--- src/rtl/pc_strobe_seq_pkg.sv ---
// Shared types and constants for the program-counter strobe sequencer.
package pc_strobe_seq_pkg;

  localparam int PC_WIDTH      = 16;
  localparam int PC_CHIP_WIDTH = 8;

  localparam logic CCKEN_BAR_OFF = 1'b1;
  localparam logic RCKEN_BAR_OFF = 1'b1;
  localparam logic CLOAD_BAR_OFF = 1'b1;
  localparam logic CCLR_BAR_OFF  = 1'b1;

  typedef enum logic [2:0] {
    CLR,
    IDLE,
    INC_SETUP,
    INC_CLK,
    LD_SETUP,
    LD_RCK,
    LD_XFER,
    DONE
  } state_t;

endpackage

--- src/rtl/pc_strobe_seq_if.sv ---
// Request/ack handshake from the control unit plus strobes and data to the PC counter chips.
interface pc_strobe_seq_if #(
  parameter int WIDTH = 16
);
  logic             inc_req;
  logic             jump_req;
  logic             clr_req;
  logic [WIDTH-1:0] jump_addr;
  logic             rco_lo_bar;

  logic             ack;
  logic             busy;
  logic             cck;
  logic             ccken_lo;
  logic             ccken_hi;
  logic             ccken_bar;
  logic             rck;
  logic             rcken_bar;
  logic             cload_bar;
  logic             cclr_bar;
  logic [WIDTH-1:0] inq;

  modport master (
    output inc_req, jump_req, clr_req, jump_addr, rco_lo_bar,
    input  ack, busy, cck, ccken_lo, ccken_hi, ccken_bar,
           rck, rcken_bar, cload_bar, cclr_bar, inq
  );

  modport slave (
    input  inc_req, jump_req, clr_req, jump_addr, rco_lo_bar,
    output ack, busy, cck, ccken_lo, ccken_hi, ccken_bar,
           rck, rcken_bar, cload_bar, cclr_bar, inq
  );
endinterface

--- src/rtl/pc_strobe_seq.sv ---
// Sequences increment/jump/clear requests into ordered strobes for two cascaded
// 8-bit register/counter chips forming the 16-bit program counter.
module pc_strobe_seq
  import pc_strobe_seq_pkg::*;
#(
  parameter int WIDTH      = PC_WIDTH,
  parameter int CHIP_WIDTH = PC_CHIP_WIDTH
) (
  input logic            clk,
  input logic            reset,
  pc_strobe_seq_if.slave bus
);

  state_t state, state_next;
  logic   from_rst;

  logic cck_q, ccken_lo_q, ccken_hi_q, ccken_bar_q;
  logic rck_q, rcken_bar_q, cload_bar_q, cclr_bar_q;
  logic ack_q, busy_q;
  logic [CHIP_WIDTH-1:0] inq_lo_q, inq_hi_q;

  logic cck_d, ccken_lo_d, ccken_hi_d, ccken_bar_d;
  logic rck_d, rcken_bar_d, cload_bar_d, cclr_bar_d;
  logic ack_d, busy_d;
  logic load_jump;

  always_comb begin
    state_next = state;
    unique case (state)
      CLR:       state_next = DONE;
      IDLE: begin
        if (bus.clr_req)       state_next = CLR;
        else if (bus.jump_req) state_next = LD_SETUP;
        else if (bus.inc_req)  state_next = INC_SETUP;
      end
      INC_SETUP: state_next = INC_CLK;
      INC_CLK:   state_next = DONE;
      LD_SETUP:  state_next = LD_RCK;
      LD_RCK:    state_next = LD_XFER;
      LD_XFER:   state_next = DONE;
      DONE:      state_next = IDLE;
      default:   state_next = CLR;
    endcase
  end

  // Outputs are decoded from the state being entered and registered, so each
  // strobe level is valid for exactly the cycle spent in that state.
  always_comb begin
    cck_d       = 1'b0;
    ccken_lo_d  = 1'b0;
    ccken_hi_d  = 1'b0;
    ccken_bar_d = CCKEN_BAR_OFF;
    rck_d       = 1'b0;
    rcken_bar_d = RCKEN_BAR_OFF;
    cload_bar_d = CLOAD_BAR_OFF;
    cclr_bar_d  = CCLR_BAR_OFF;
    ack_d       = 1'b0;
    busy_d      = (state_next != IDLE);
    load_jump   = (state == IDLE) && (state_next == LD_SETUP);

    unique case (state_next)
      INC_SETUP: begin
        ccken_bar_d = 1'b0;
        ccken_lo_d  = 1'b1;
        ccken_hi_d  = ~bus.rco_lo_bar;
      end
      INC_CLK: begin
        ccken_bar_d = 1'b0;
        ccken_lo_d  = 1'b1;
        ccken_hi_d  = ccken_hi_q;
        cck_d       = 1'b1;
      end
      LD_SETUP:  rcken_bar_d = 1'b0;
      LD_RCK: begin
        rcken_bar_d = 1'b0;
        rck_d       = 1'b1;
      end
      LD_XFER:   cload_bar_d = 1'b0;
      CLR:       cclr_bar_d  = 1'b0;
      DONE:      ack_d       = ~from_rst;
      default: ;
    endcase

    // Reset parks the FSM in CLR with the clear strobe held inactive, so the
    // post-reset clear pulse lands in the following DONE cycle instead.
    if ((state == CLR) && from_rst) cclr_bar_d = 1'b0;
  end

  always_ff @(posedge clk or posedge reset) begin
    if (reset) begin
      state       <= CLR;
      from_rst    <= 1'b1;
      cck_q       <= 1'b0;
      ccken_lo_q  <= 1'b0;
      ccken_hi_q  <= 1'b0;
      ccken_bar_q <= CCKEN_BAR_OFF;
      rck_q       <= 1'b0;
      rcken_bar_q <= RCKEN_BAR_OFF;
      cload_bar_q <= CLOAD_BAR_OFF;
      cclr_bar_q  <= CCLR_BAR_OFF;
      ack_q       <= 1'b0;
      busy_q      <= 1'b1;
      inq_lo_q    <= '0;
      inq_hi_q    <= '0;
    end else begin
      state       <= state_next;
      from_rst    <= 1'b0;
      cck_q       <= cck_d;
      ccken_lo_q  <= ccken_lo_d;
      ccken_hi_q  <= ccken_hi_d;
      ccken_bar_q <= ccken_bar_d;
      rck_q       <= rck_d;
      rcken_bar_q <= rcken_bar_d;
      cload_bar_q <= cload_bar_d;
      cclr_bar_q  <= cclr_bar_d;
      ack_q       <= ack_d;
      busy_q      <= busy_d;
      if (load_jump) begin
        inq_lo_q <= bus.jump_addr[CHIP_WIDTH-1:0];
        inq_hi_q <= bus.jump_addr[WIDTH-1:CHIP_WIDTH];
      end
    end
  end

  assign bus.cck       = cck_q;
  assign bus.ccken_lo  = ccken_lo_q;
  assign bus.ccken_hi  = ccken_hi_q;
  assign bus.ccken_bar = ccken_bar_q;
  assign bus.rck       = rck_q;
  assign bus.rcken_bar = rcken_bar_q;
  assign bus.cload_bar = cload_bar_q;
  assign bus.cclr_bar  = cclr_bar_q;
  assign bus.ack       = ack_q;
  assign bus.busy      = busy_q;
  assign bus.inq       = {inq_hi_q, inq_lo_q};

endmodule

--- src/flat_wrapper.sv ---
// flat-port wrapper written by rule: the top's interface ports become plain ports
module pc_strobe_seq_flat import pc_strobe_seq_pkg::*;
#(
  parameter int WIDTH      = PC_WIDTH,
  parameter int CHIP_WIDTH = PC_CHIP_WIDTH
)
  (clk, reset, bus_inc_req, bus_jump_req, bus_clr_req, bus_jump_addr, bus_rco_lo_bar, bus_ack, bus_busy, bus_cck, bus_ccken_lo, bus_ccken_hi, bus_ccken_bar, bus_rck, bus_rcken_bar, bus_cload_bar, bus_cclr_bar, bus_inq);
  pc_strobe_seq_if #(.WIDTH(WIDTH)) bus_i ();
  input logic clk;
  input logic reset;
  input wire logic [$bits(bus_i.inc_req)-1:0] bus_inc_req;
  input wire logic [$bits(bus_i.jump_req)-1:0] bus_jump_req;
  input wire logic [$bits(bus_i.clr_req)-1:0] bus_clr_req;
  input wire logic [$bits(bus_i.jump_addr)-1:0] bus_jump_addr;
  input wire logic [$bits(bus_i.rco_lo_bar)-1:0] bus_rco_lo_bar;
  output wire logic [$bits(bus_i.ack)-1:0] bus_ack;
  output wire logic [$bits(bus_i.busy)-1:0] bus_busy;
  output wire logic [$bits(bus_i.cck)-1:0] bus_cck;
  output wire logic [$bits(bus_i.ccken_lo)-1:0] bus_ccken_lo;
  output wire logic [$bits(bus_i.ccken_hi)-1:0] bus_ccken_hi;
  output wire logic [$bits(bus_i.ccken_bar)-1:0] bus_ccken_bar;
  output wire logic [$bits(bus_i.rck)-1:0] bus_rck;
  output wire logic [$bits(bus_i.rcken_bar)-1:0] bus_rcken_bar;
  output wire logic [$bits(bus_i.cload_bar)-1:0] bus_cload_bar;
  output wire logic [$bits(bus_i.cclr_bar)-1:0] bus_cclr_bar;
  output wire logic [$bits(bus_i.inq)-1:0] bus_inq;
  assign bus_i.inc_req = bus_inc_req;
  assign bus_i.jump_req = bus_jump_req;
  assign bus_i.clr_req = bus_clr_req;
  assign bus_i.jump_addr = bus_jump_addr;
  assign bus_i.rco_lo_bar = bus_rco_lo_bar;
  assign bus_ack = bus_i.ack;
  assign bus_busy = bus_i.busy;
  assign bus_cck = bus_i.cck;
  assign bus_ccken_lo = bus_i.ccken_lo;
  assign bus_ccken_hi = bus_i.ccken_hi;
  assign bus_ccken_bar = bus_i.ccken_bar;
  assign bus_rck = bus_i.rck;
  assign bus_rcken_bar = bus_i.rcken_bar;
  assign bus_cload_bar = bus_i.cload_bar;
  assign bus_cclr_bar = bus_i.cclr_bar;
  assign bus_inq = bus_i.inq;
  pc_strobe_seq #(.WIDTH(WIDTH), .CHIP_WIDTH(CHIP_WIDTH)) u_core (.clk(clk), .reset(reset), .bus(bus_i));
endmodule
--- config.mk ---
export PLATFORM = sky130hd
export DESIGN_NAME = pc_strobe_seq_flat
export DESIGN_NICKNAME = d
export VERILOG_FILES = /design/src/rtl/pc_strobe_seq_pkg.sv /design/src/rtl/pc_strobe_seq_if.sv /design/src/rtl/pc_strobe_seq.sv /design/src/flat_wrapper.sv
export SDC_FILE = /design/constraint.sdc
export NUM_CORES = 1
export LEC_CHECK = 0
export CORE_UTILIZATION = 38
export CTS_CLUSTER_SIZE = 20
export DETAILED_ROUTE_END_ITERATION = 10
export GPL_TIMING_DRIVEN = 0
export PLACE_DENSITY = 0.74
export SLEW_MARGIN = 30
export SYNTH_ARGS = -nofsm -noshare
export SYNTH_HDL_FRONTEND = slang
export SYNTH_SLANG_ARGS = --single-unit
--- constraint.sdc ---
create_clock -name clk -period 1.55 [get_ports clk]
set_clock_uncertainty 0.1 [all_clocks]
set_input_delay 0.465 -clock clk [delete_from_list [all_inputs] [get_ports clk]]
set_output_delay 0.465 -clock clk [all_outputs]
set_load 0.02 [all_outputs]
==> results of run 1 <==
==> what timing repair did <==
| item | CTS | global route |
|---|---|---|
| gates resized for setup | 94 | 27 |
| setup buffers | 5 | 3 |
| endpoints found under the hold margin | 0 | 0 |
| pin swaps | 1 | 0 |
| endpoints found under the setup margin | 44 | 32 |
| cloned | 0 | 1 |
| hold buffers | 0 | 0 |
==> cell families (layout without fill, tap and decap cells) <==
kind of cell | after synthesis | in the layout | synth area share, %
flops | 30 | 30 | 61.0
simple gates | 22 | 22 | 11.0
mux | 18 | 18 | 19.2
compound gates | 8 | 8 | 3.92
buf+inv | 7 | 71 | 3.92
other cells | 1 | 1 | 0.302
xor+xnor | 1 | 1 | 0.704
==> where the power goes <==
group | total (mW) | internal, mW | switching (mW)
clock | 0.421 | 0.180 | 0.240
sequential | 1.29 | 1.13 | 0.160
combinational | 1.66 | 0.813 | 0.844
total | 3.37 | 2.12 | 1.24
==> sequential cells by signal (all words and copies together), names as in the netlist <==
| name | count |
|---|---|
| u_core.bus.busy | 1 |
| u_core.inq_lo_q | 8 |
| u_core.from_rst | 1 |
| u_core.bus.rcken_bar | 1 |
| u_core.state | 3 |
| u_core.bus.rck | 1 |
| u_core.bus.ccken_hi | 1 |
| u_core.inq_hi_q | 8 |
| u_core.bus.ccken_bar | 1 |
| u_core.bus.ccken_lo | 1 |
| u_core.bus.ack | 1 |
| u_core.bus.cck | 1 |
| u_core.bus.cclr_bar | 1 |
| u_core.bus.cload_bar | 1 |
==> final timing paths <==
path,startpoint,end,slack (ns)
worst min-delay path,u_core.inq_hi_q[4],u_core.inq_hi_q[4],0.39
min in group asynchronous,reset,u_core.inq_lo_q[1],0.43
max in group asynchronous,reset,u_core.bus.ccken_lo,0.52
worst max-delay path,bus_clr_req,u_core.bus.ccken_hi,-0.07
worst min register to register,u_core.inq_hi_q[4],u_core.inq_hi_q[4],0.39
worst max register to register,u_core.state[0],u_core.inq_lo_q[7],0.04
==> metrics by stage <==
step                      setup TNS [ns]  setup WS (ns)  area [sq um]  hold WS, ns
after floorplan                        0         0.0131          1240        0.365
final                            -0.0650        -0.0650          1820        0.395
after global routing              -0.240        -0.0685          1820        0.408
after global placement            -20.07         -0.600          1770        0.376
after detailed placement          -10.39         -0.606          1770        0.385
after CTS                              0       0.000852          1880        0.399
==> area by class of cell <==
| type | instances | area, sq um |
|---|---|---|
| buffer | 4 | 46.3 |
| sequential | 30 | 758 |
| tap | 44 | 55.1 |
| inverter | 3 | 11.3 |
| timing repair buffer | 56 | 455 |
| clock buffer | 8 | 48.8 |
| multi-input combinational | 50 | 447 |
| fill | 283 | 1260 |
==> layer usage <==
metal / global-route usage [%] / share of wire (%) / vias up
met5: 0 / 0 / -
met4: 5.10 / 1.3 / 0
met3: 7.86 / 8.9 / 6
met2: 26.6 / 48 / 38
met1: 18.7 / 42 / 428
li1: - / - / 425
==> cells in the final DEF (no fill, tap or decap), types with 2 or more instances in the layout <==
cell / n
clkbuf_2: 3
clkbuf_4: 5
nor2_1: 3
mux2_4: 11
inv_1: 2
a21oi_1: 2
dfrtp_1: 24
dlygate4sd2_1: 2
a31oi_1: 2
clkbuf_1: 3
nand2_1: 6
buf_4: 10
clkdlybuf4s50_1: 18
mux2_1: 5
buf_2: 18
dfstp_2: 6
or4_1: 2
buf_6: 6
==> key figures, run 1 <==
Run status
  • Status: finished, violations left
  • Failing checks: negative setup slack

Synth
  • Syn avg cell area: between 10 and 15 sq um
  • Most frequent cell after synthesis: dfrtp_1
  • Cell taking the most area after synthesis: dfrtp_1
  • Top FF cell, synth: dfrtp_1
  • Syn Inst Count: slightly below 90
  • Synth Warn #: 0
  • Synth area leaders: dfrtp_1 (48%), dfstp_2 (13%), mux2_4 (12%)
  • Fraction of registers with async set/reset: between 90% and 100%
  • Synth top cells by count: dfrtp_1 (24), mux2_4 (10), dfstp_2 (6), mux2_1 (6), nand2_1 (6)
  • Yosys reg bits: 30
  • Post-synthesis net count: 109
  • Mapped Area: approximately 1200 sq um
  • Seq/Total Area, Yosys: around three fifths
  • Post-synth EDFFs: 0
  • Synth top area share: about half
  • Synth unique cells: 29

Route
  • Via count: between 800 and 900
  • Final WL: roughly 2600 um
  • Vias/cell: about 4.6
  • Post-route ant nets: 0
  • Residual DRC count: 0
  • Initial DRT Pass Iterations: 4
  • Iteration-0 DRC Markers: 19
  • WL/cell: ~13 um

STA
  • Setup violations, final: 1
  • Fin crit share: 104%
  • Worst-Margin Slew: about 0.61 ns
  • Fin crit period: ~1.6 ns
  • RSZ-0062 raised after global routing: yes
  • Fin. Hold Viols: 0
  • Slew Viols, Final: 0
  • Slew HR: approximately three fifths
  • Final worst slack: -0.0650 ns
  • Maximum clock rate: 619 MHz

Placement
  • Post-detail-place hpwl: about 1700 um
  • I/O Buffers: 47
  • Placed Instances: roughly 180
  • GP Congestion: ~0.79

Run
  • Max-cap violations: 0

Clock tree
  • Clk slew on worst S/H paths: around 0.080 ns
  • Cts bufs inserted: 5
  • Clk buf depth: 2
  • Clock Latency Late Sink: ~0.32 ns
  • TritonCTS clock tree: built
  • Root Buffer: clkbuf_4
  • Sink Count: 30
  • H-tree lvl count: 2

Critical path
  • Arr. time, crit path: 1.76 ns
  • Buf/Inv on CP: 1
  • Critical path required time: 1.70 ns
  • Slowest cell on crit path: or4_1
  • Worst reg-to-reg path cell count: 5
  • CP peak stage delay: about 0.44 ns
  • Critical Path Stages: 4
  • Startpoint Class: input port
  • Max Fanout on Critical Path: 6
  • Setup crit end kind: flip-flop
  • Top cell family by delay on the critical path: simple AND/OR/NAND/NOR gates
  • Setup CP Type: in -> reg
  • Crit-path cells: dlygate4sd2_1, or3b_1, or4_1, a21oi_2

GRT
  • Vias in the first global route: between 900 and 1k
  • Overflow after GRT: 0
  • Antenna violations before repair: 0
  • First-pass GRT wire length: 4080 um
  • Largest net degree at the start of global routing: 31
  • GRT Total Usage: between 15 and 20%

Floorplan
  • Die Ht: between 50 and 60 um
  • Die ar.: ~3500 sq um
  • Core Region: 3080 sq um
  • Initial core utilization: about two fifths
  • Die width: ~59 um
  • Rows: 20
  • IO Count: 48

Cells and area
  • Ratio of cells with drive above 1 in the final layout: a little under half
  • Final std cells w/o fill: between 150 and 200
  • Nets@finish: around 170
  • Area Growth Syn to Fin: 46.5%
  • Number of inserted diodes: 0
  • Util after Layout: 59.2%

Power
  • Total power: between 3 and 4 mW
  • VDD IR max: between 0.8 and 0.9 mV
  • Pleak: approximately 0.9 nW
  • Pwr/cell area: 1850 nW/um^2

Worst hold path
  • Depth of the worst hold-timing path: 1
  • Worst Hold Class: reg -> reg
Note: power is estimated with default switching activity, not from simulation.
==> run 2: changes to the inputs <==
--- a/config.mk
+++ b/config.mk
@@ -14,3 +14,4 @@
 export SYNTH_ARGS = -nofsm -noshare
 export SYNTH_HDL_FRONTEND = slang
 export SYNTH_SLANG_ARGS = --single-unit
+export TNS_END_PERCENT = 30
==> key figures, run 2 (synthesis gave the netlist of run 1 again) <==
Cells and area
  • Ratio of cells with drive above 1 in the final layout: 45.7%
  • Fillcell total: between 200 and 300
  • Area Growth Syn to Fin: 46.8%
  • Nets@finish: between 150 and 200
  • Commonest non-fill, non-tap cell in the layout: dfrtp_1
  • Largest regs: u_core.inq_hi_q (8), u_core.inq_lo_q (8), u_core.state (3)
  • Post-Layout Inst Area: 1830 sq um
  • Most frequent cells in the layout: dfrtp_1 (24), clkdlybuf4s50_1 (18), buf_2 (18)
  • Util after Layout: 59.3%
  • Number of inserted diodes: 0

Clock tree
  • Hold_buf cts: 0
  • Cts bufs inserted: 5
  • Clk buf depth: 2
  • Sink Count: 30
  • TritonCTS clock tree: built
  • Clock Latency Late Sink: 0.32 ns
  • Root Buffer: clkbuf_4
  • H-tree lvl count: 2
  • Clk slew on worst S/H paths: approximately 0.080 ns

Placement
  • Pre-CTS setup slack: -0.606 ns
  • Post-detail-place hpwl: between 1500 and 2000 um
  • Area after DPL: ~1800 sq um
  • I/O Buffers: 47
  • GP Congestion: ~0.79

Floorplan
  • Rows: 20
  • Die width: between 50 and 60 um
  • IO Count: 48
  • Core Region: ~3100 sq um
  • Initial core utilization: between 40% and 50%
  • Die Ht: between 50 and 60 um
  • Die ar.: between 3000 and 4000 sq um

GRT
  • Antenna violations before repair: 0
  • First-pass GRT wire length: roughly 4000 um
  • Largest net degree at the start of global routing: 31
  • Vias in the first global route: approximately 880
  • Overflow after GRT: 0
  • GRT Total Usage: about 16%

Critical path
  • Arr. time, crit path: about 1.8 ns
  • CP peak stage delay: 0.45 ns
  • Slowest cell on crit path: or4_1
  • Setup crit end kind: flip-flop
  • Startpoint Class: input port
  • Max Fanout on Critical Path: 6
  • Setup CP Type: in -> reg
  • Crit-path cells: dlygate4sd2_1, or3b_1, or4_1, a21oi_2
  • Critical path required time: 1.70 ns

STA
  • Slew Viols, Final: 0
  • Fin crit share: 104%
  • RSZ-0062 raised after global routing: yes
  • Fin. Hold Viols: 0
  • Setup violations, final: 1
  • Worst-Margin Slew: a little over 0.6 ns
  • Slew HR: 59.7%
  • Fin crit period: between 1.5 and 2 ns
  • Final worst slack: -0.0579 ns
  • Maximum clock rate: between 600 and 700 MHz

Run
  • Max-cap violations: 0

Run status
  • Status: finished, violations left
  • Failing checks: negative setup slack

Route
  • Final WL: between 2000 and 3000 um
  • Residual DRC count: 0
  • Initial DRT Pass Iterations: 3
  • Vias/cell: between 4 and 5
  • Post-route ant nets: 0
  • WL/cell: approximately 13 um
  • Via count: 898
  • Iteration-0 DRC Markers: 14

Power
  • VDD IR max: just over 0.8 mV
  • Pleak: just under 0.9 nW
  • Pwr/cell area: between 1500 and 2000 nW/um^2

Worst hold path
  • Worst Hold Class: reg -> reg
==> run 2: cell count changes in the layout (fill, tap and decap cells not counted) <==
cell / delta
buf_4: -1
buf_6: +1
==> run 2: final cells by class <==
type	instances	area (sq um)	share of cell area, %
Inverter	3	11.3	0.617
Clock buffer	8	48.8	2.67
Sequential cell	30	758	41.5
Buffer	4	46.3	2.54
Tap cell	44	55.1	3.02
Timing Repair Buffer	56	459	25.2
Multi-Input combinational cell	50	447	24.5
==> run 2: worst max-delay path: cells and delay by family <==
| family | cells | cell delay (ns) |
|---|---|---|
| AND/OR/NAND/NOR | 2 | 0.83 |
| AO/OA/AOI/OAI | 1 | 0.17 |
| buffers and inverters | 1 | 0.30 |
==> run 2: path summary, 6_finish.rpt <==
path                                    startpoint  depth (start not counted)                   to  slack, ns
worst max register to register     u_core.state[0]                          5   u_core.inq_hi_q[0]       0.03
min in group asynchronous                    reset                          2   u_core.inq_lo_q[1]       0.43
worst min-delay path            u_core.inq_hi_q[4]                          1   u_core.inq_hi_q[4]       0.39
max in group asynchronous                    reset                          2  u_core.bus.ccken_lo       0.52
worst min register to register  u_core.inq_hi_q[4]                          1   u_core.inq_hi_q[4]       0.39
worst max-delay path                   bus_clr_req                          4  u_core.bus.ccken_hi      -0.06
==> run 2: timing repair <==
item / in CTS / in global routing
gates cloned: 0 / 1
endpoints found under the setup margin: 44 / 43
buffers inserted: 4 / 4
pin swaps: 2 / 0
resized for setup: 94 / 28
==> run 2: per-layer routing <==
layer / global-route usage [%] / vias to the layer above / part of all wire, %
li1: - / 428 / -
met1: 18.9 / 430 / 43
met2: 25.7 / 38 / 47
met3: 7.86 / 2 / 9.0
met4: 5.10 / 0 / 0.74
met5: 0 / - / 0
==> run 2: power breakdown <==
part	switching (mW)	internal, mW
combinational	0.844	0.818
clock	0.241	0.180
sequential	0.159	1.13
==> run 2: per-stage QoR <==
step	cells	power (mW)	hold WS, ns	TNS (ns)
floorplan	87	2.31	0.365	0
global placement	178	3.00	0.376	-20.07
detailed placement	178	3.05	0.385	-10.39
CTS	190	3.41	0.399	-0.00725
global route	195	3.59	0.405	-0.258
finish	195	3.37	0.395	-0.0579
==> run 3: changes to the inputs <==
--- a/config.mk
+++ b/config.mk
@@ -5,11 +5,12 @@
 export SDC_FILE = /design/constraint.sdc
 export NUM_CORES = 1
 export LEC_CHECK = 0
-export CORE_UTILIZATION = 38
+export ABC_CLOCK_PERIOD_IN_PS = 1570
+export CORE_UTILIZATION = 43
 export CTS_CLUSTER_SIZE = 20
 export DETAILED_ROUTE_END_ITERATION = 10
 export GPL_TIMING_DRIVEN = 0
-export PLACE_DENSITY = 0.74
+export PLACE_DENSITY = 0.79
 export SLEW_MARGIN = 30
 export SYNTH_ARGS = -nofsm -noshare
 export SYNTH_HDL_FRONTEND = slang
==> constraint.sdc (replaced) <==
create_clock -name clk -period 1.57 [get_ports clk]
set_clock_uncertainty 0.1 [all_clocks]
set_input_delay 0.471 -clock clk [delete_from_list [all_inputs] [get_ports clk]]
set_output_delay 0.471 -clock clk [all_outputs]
set_load 0.02 [all_outputs]
==> key figures, run 3 (synthesis gave the netlist of run 1 again) <==
Critical path
  • Max Fanout on Critical Path: 1
  • Critical path origin: u_core.bus.cload_bar
  • Worst reg2reg path startpoint: u_core.state[0]
  • Startpoint Class: flip-flop
  • CP peak stage delay: about 0.54 ns
  • Arr. time, crit path: a little under 1 ns
  • Top cell family by delay on the critical path: flip-flops
  • Setup CP Type: reg -> out
  • Slowest cell on crit path: dfstp_2
  • Buf/Inv on CP: 1
  • Crit-path cells: buf_6
  • Setup crit end kind: output pin
  • Critical path required time: 1.00 ns

Worst hold path
  • Worst Hold Class: reg -> reg
  • Hold path startpoint: u_core.inq_hi_q[2]

Placement
  • GP Congestion: ~0.80
  • Post-detail-place hpwl: around 1700 um
  • Pre-CTS setup slack: -0.586 ns
  • I/O Buffers: 47

Run status
  • Status: finished clean

Clock tree
  • Clock Latency Late Sink: 0.33 ns
  • Sink Count: 30
  • TritonCTS clock tree: built
  • Clk buf depth: 2
  • Root Buffer: clkbuf_4
  • Cts bufs inserted: 5
  • Hold_buf cts: 0
  • Clk slew on worst S/H paths: 0.10 ns
  • H-tree lvl count: 2

Power
  • Pwr/cell area: 1860 nW/um^2
  • Total power: approximately 3.4 mW
  • Pleak: approximately 0.89 nW
  • VDD IR max: ~1.3 mV

Run
  • Max-cap violations: 0

STA
  • Maximum clock rate: between 600 and 700 MHz
  • Slew Viols, Final: 0
  • Fin. Hold Viols: 0
  • Fin crit share: 98.9%
  • Worst-Margin Slew: ~0.63 ns
  • Setup violations, final: 0
  • Fin crit period: 1.55 ns
  • Slew HR: between 50% and 60%
  • RSZ-0062 raised after global routing: yes
  • Final worst slack: around 0.018 ns
  • TNS Setup: 0 ns

Route
  • DR WL met3: 224 um
  • Highest metal used: met4
  • Vias/cell: approximately 4.9
  • WL/cell: 15.0 um
  • Post-route ant nets: 0
  • Final WL: 2700 um
  • Iteration-0 DRC Markers: 13
  • Residual DRC count: 0
  • Metal-1 WL: around 1100 um
  • Via count: between 800 and 900
  • Initial DRT Pass Iterations: 3
  • Met2 WL: 1370 um

Floorplan
  • IO Count: 48
  • Initial core utilization: roughly 45%
  • Die Ht: approximately 56 um
  • Die ar.: slightly above 3000 sq um
  • Die width: 55.8 um
  • Core Region: between 2000 and 3000 sq um
  • Rows: 19

Cells and area
  • Commonest non-fill, non-tap cell in the layout: dfrtp_1
  • Number of inserted diodes: 0
  • Util after Layout: between 60% and 70%
  • Nets@finish: 170
  • Fillcell total: ~230
  • Ratio of cells with drive above 1 in the final layout: ~46%
  • Largest regs: u_core.inq_hi_q (8), u_core.inq_lo_q (8), u_core.state (3)
  • Most frequent cells in the layout: dfrtp_1 (23), clkdlybuf4s50_1 (18), buf_2 (17)
  • Area Growth Syn to Fin: 45.4%

GRT
  • Overflow after GRT: 0
  • GRT Total Usage: about a fifth
  • Vias in the first global route: about 950
  • Largest net degree at the start of global routing: 31
  • First-pass GRT wire length: 4420 um
  • Antenna violations before repair: 0
run 3: path summary, 6_finish.rpt:
| path | endpoint | slack, ns | cells past startpoint |
|---|---|---|---|
| min | u_core.inq_hi_q[2] | 0.39 | 1 |
| max in group asynchronous | u_core.state[2] | 0.49 | 2 |
| min reg2reg | u_core.inq_hi_q[2] | 0.39 | 1 |
| max | bus_cload_bar | 0.02 | 1 |
| min in group asynchronous | u_core.inq_hi_q[0] | 0.43 | 2 |
| max reg2reg | u_core.inq_hi_q[5] | 0.03 | 5 |
run 3: metal layers:
| metal | vias to the layer above | track usage (%) |
|---|---|---|
| met4 | 0 | 8.93 |
| li1 | 421 | - |
| met5 | - | 0 |
| met2 | 33 | 30.8 |
| met3 | 6 | 7.91 |
| met1 | 425 | 21.9 |
run 3: layout make-up:
cell class	count	area, sq um	area share, %
Buffer	4	46.3	2.56
Clock buffer	7	55.1	3.04
Clock inverter	1	5.00	0.277
Inverter	3	11.3	0.623
Multi-Input combinational cell	50	442	24.4
Sequential cell	30	759	42.0
Tap cell	31	38.8	2.15
Timing Repair Buffer	54	450	24.9
run 3: stage by stage:
| stage | hold slack (ns) | cells | instance area [sq um] |
|---|---|---|---|
| 2_1_floorplan | 0.365 | 87 | 1240 |
| 3_3_place_gp | 0.376 | 165 | 1750 |
| 3_5_place_dp | 0.378 | 165 | 1750 |
| 4_1_cts | 0.384 | 176 | 1870 |
| 5_1_grt | 0.394 | 180 | 1810 |
| 6_report | 0.390 | 180 | 1810 |
run 3: report_power, final:
group          switching (mW)  total, mW  leakage, nW  internal (mW)
Clock                   0.261      0.478       0.0353          0.217
Combinational           0.829       1.61        0.490          0.784
Sequential              0.158       1.28        0.360           1.12
run 3: timing repair:
action / 4_1_cts / 5_1_grt
pin swaps: 1 / 1
endpoints found under the setup margin: 44 / 40
buffers inserted: 3 / 3
resized for setup: 97 / 24
cloned: 0 / 1
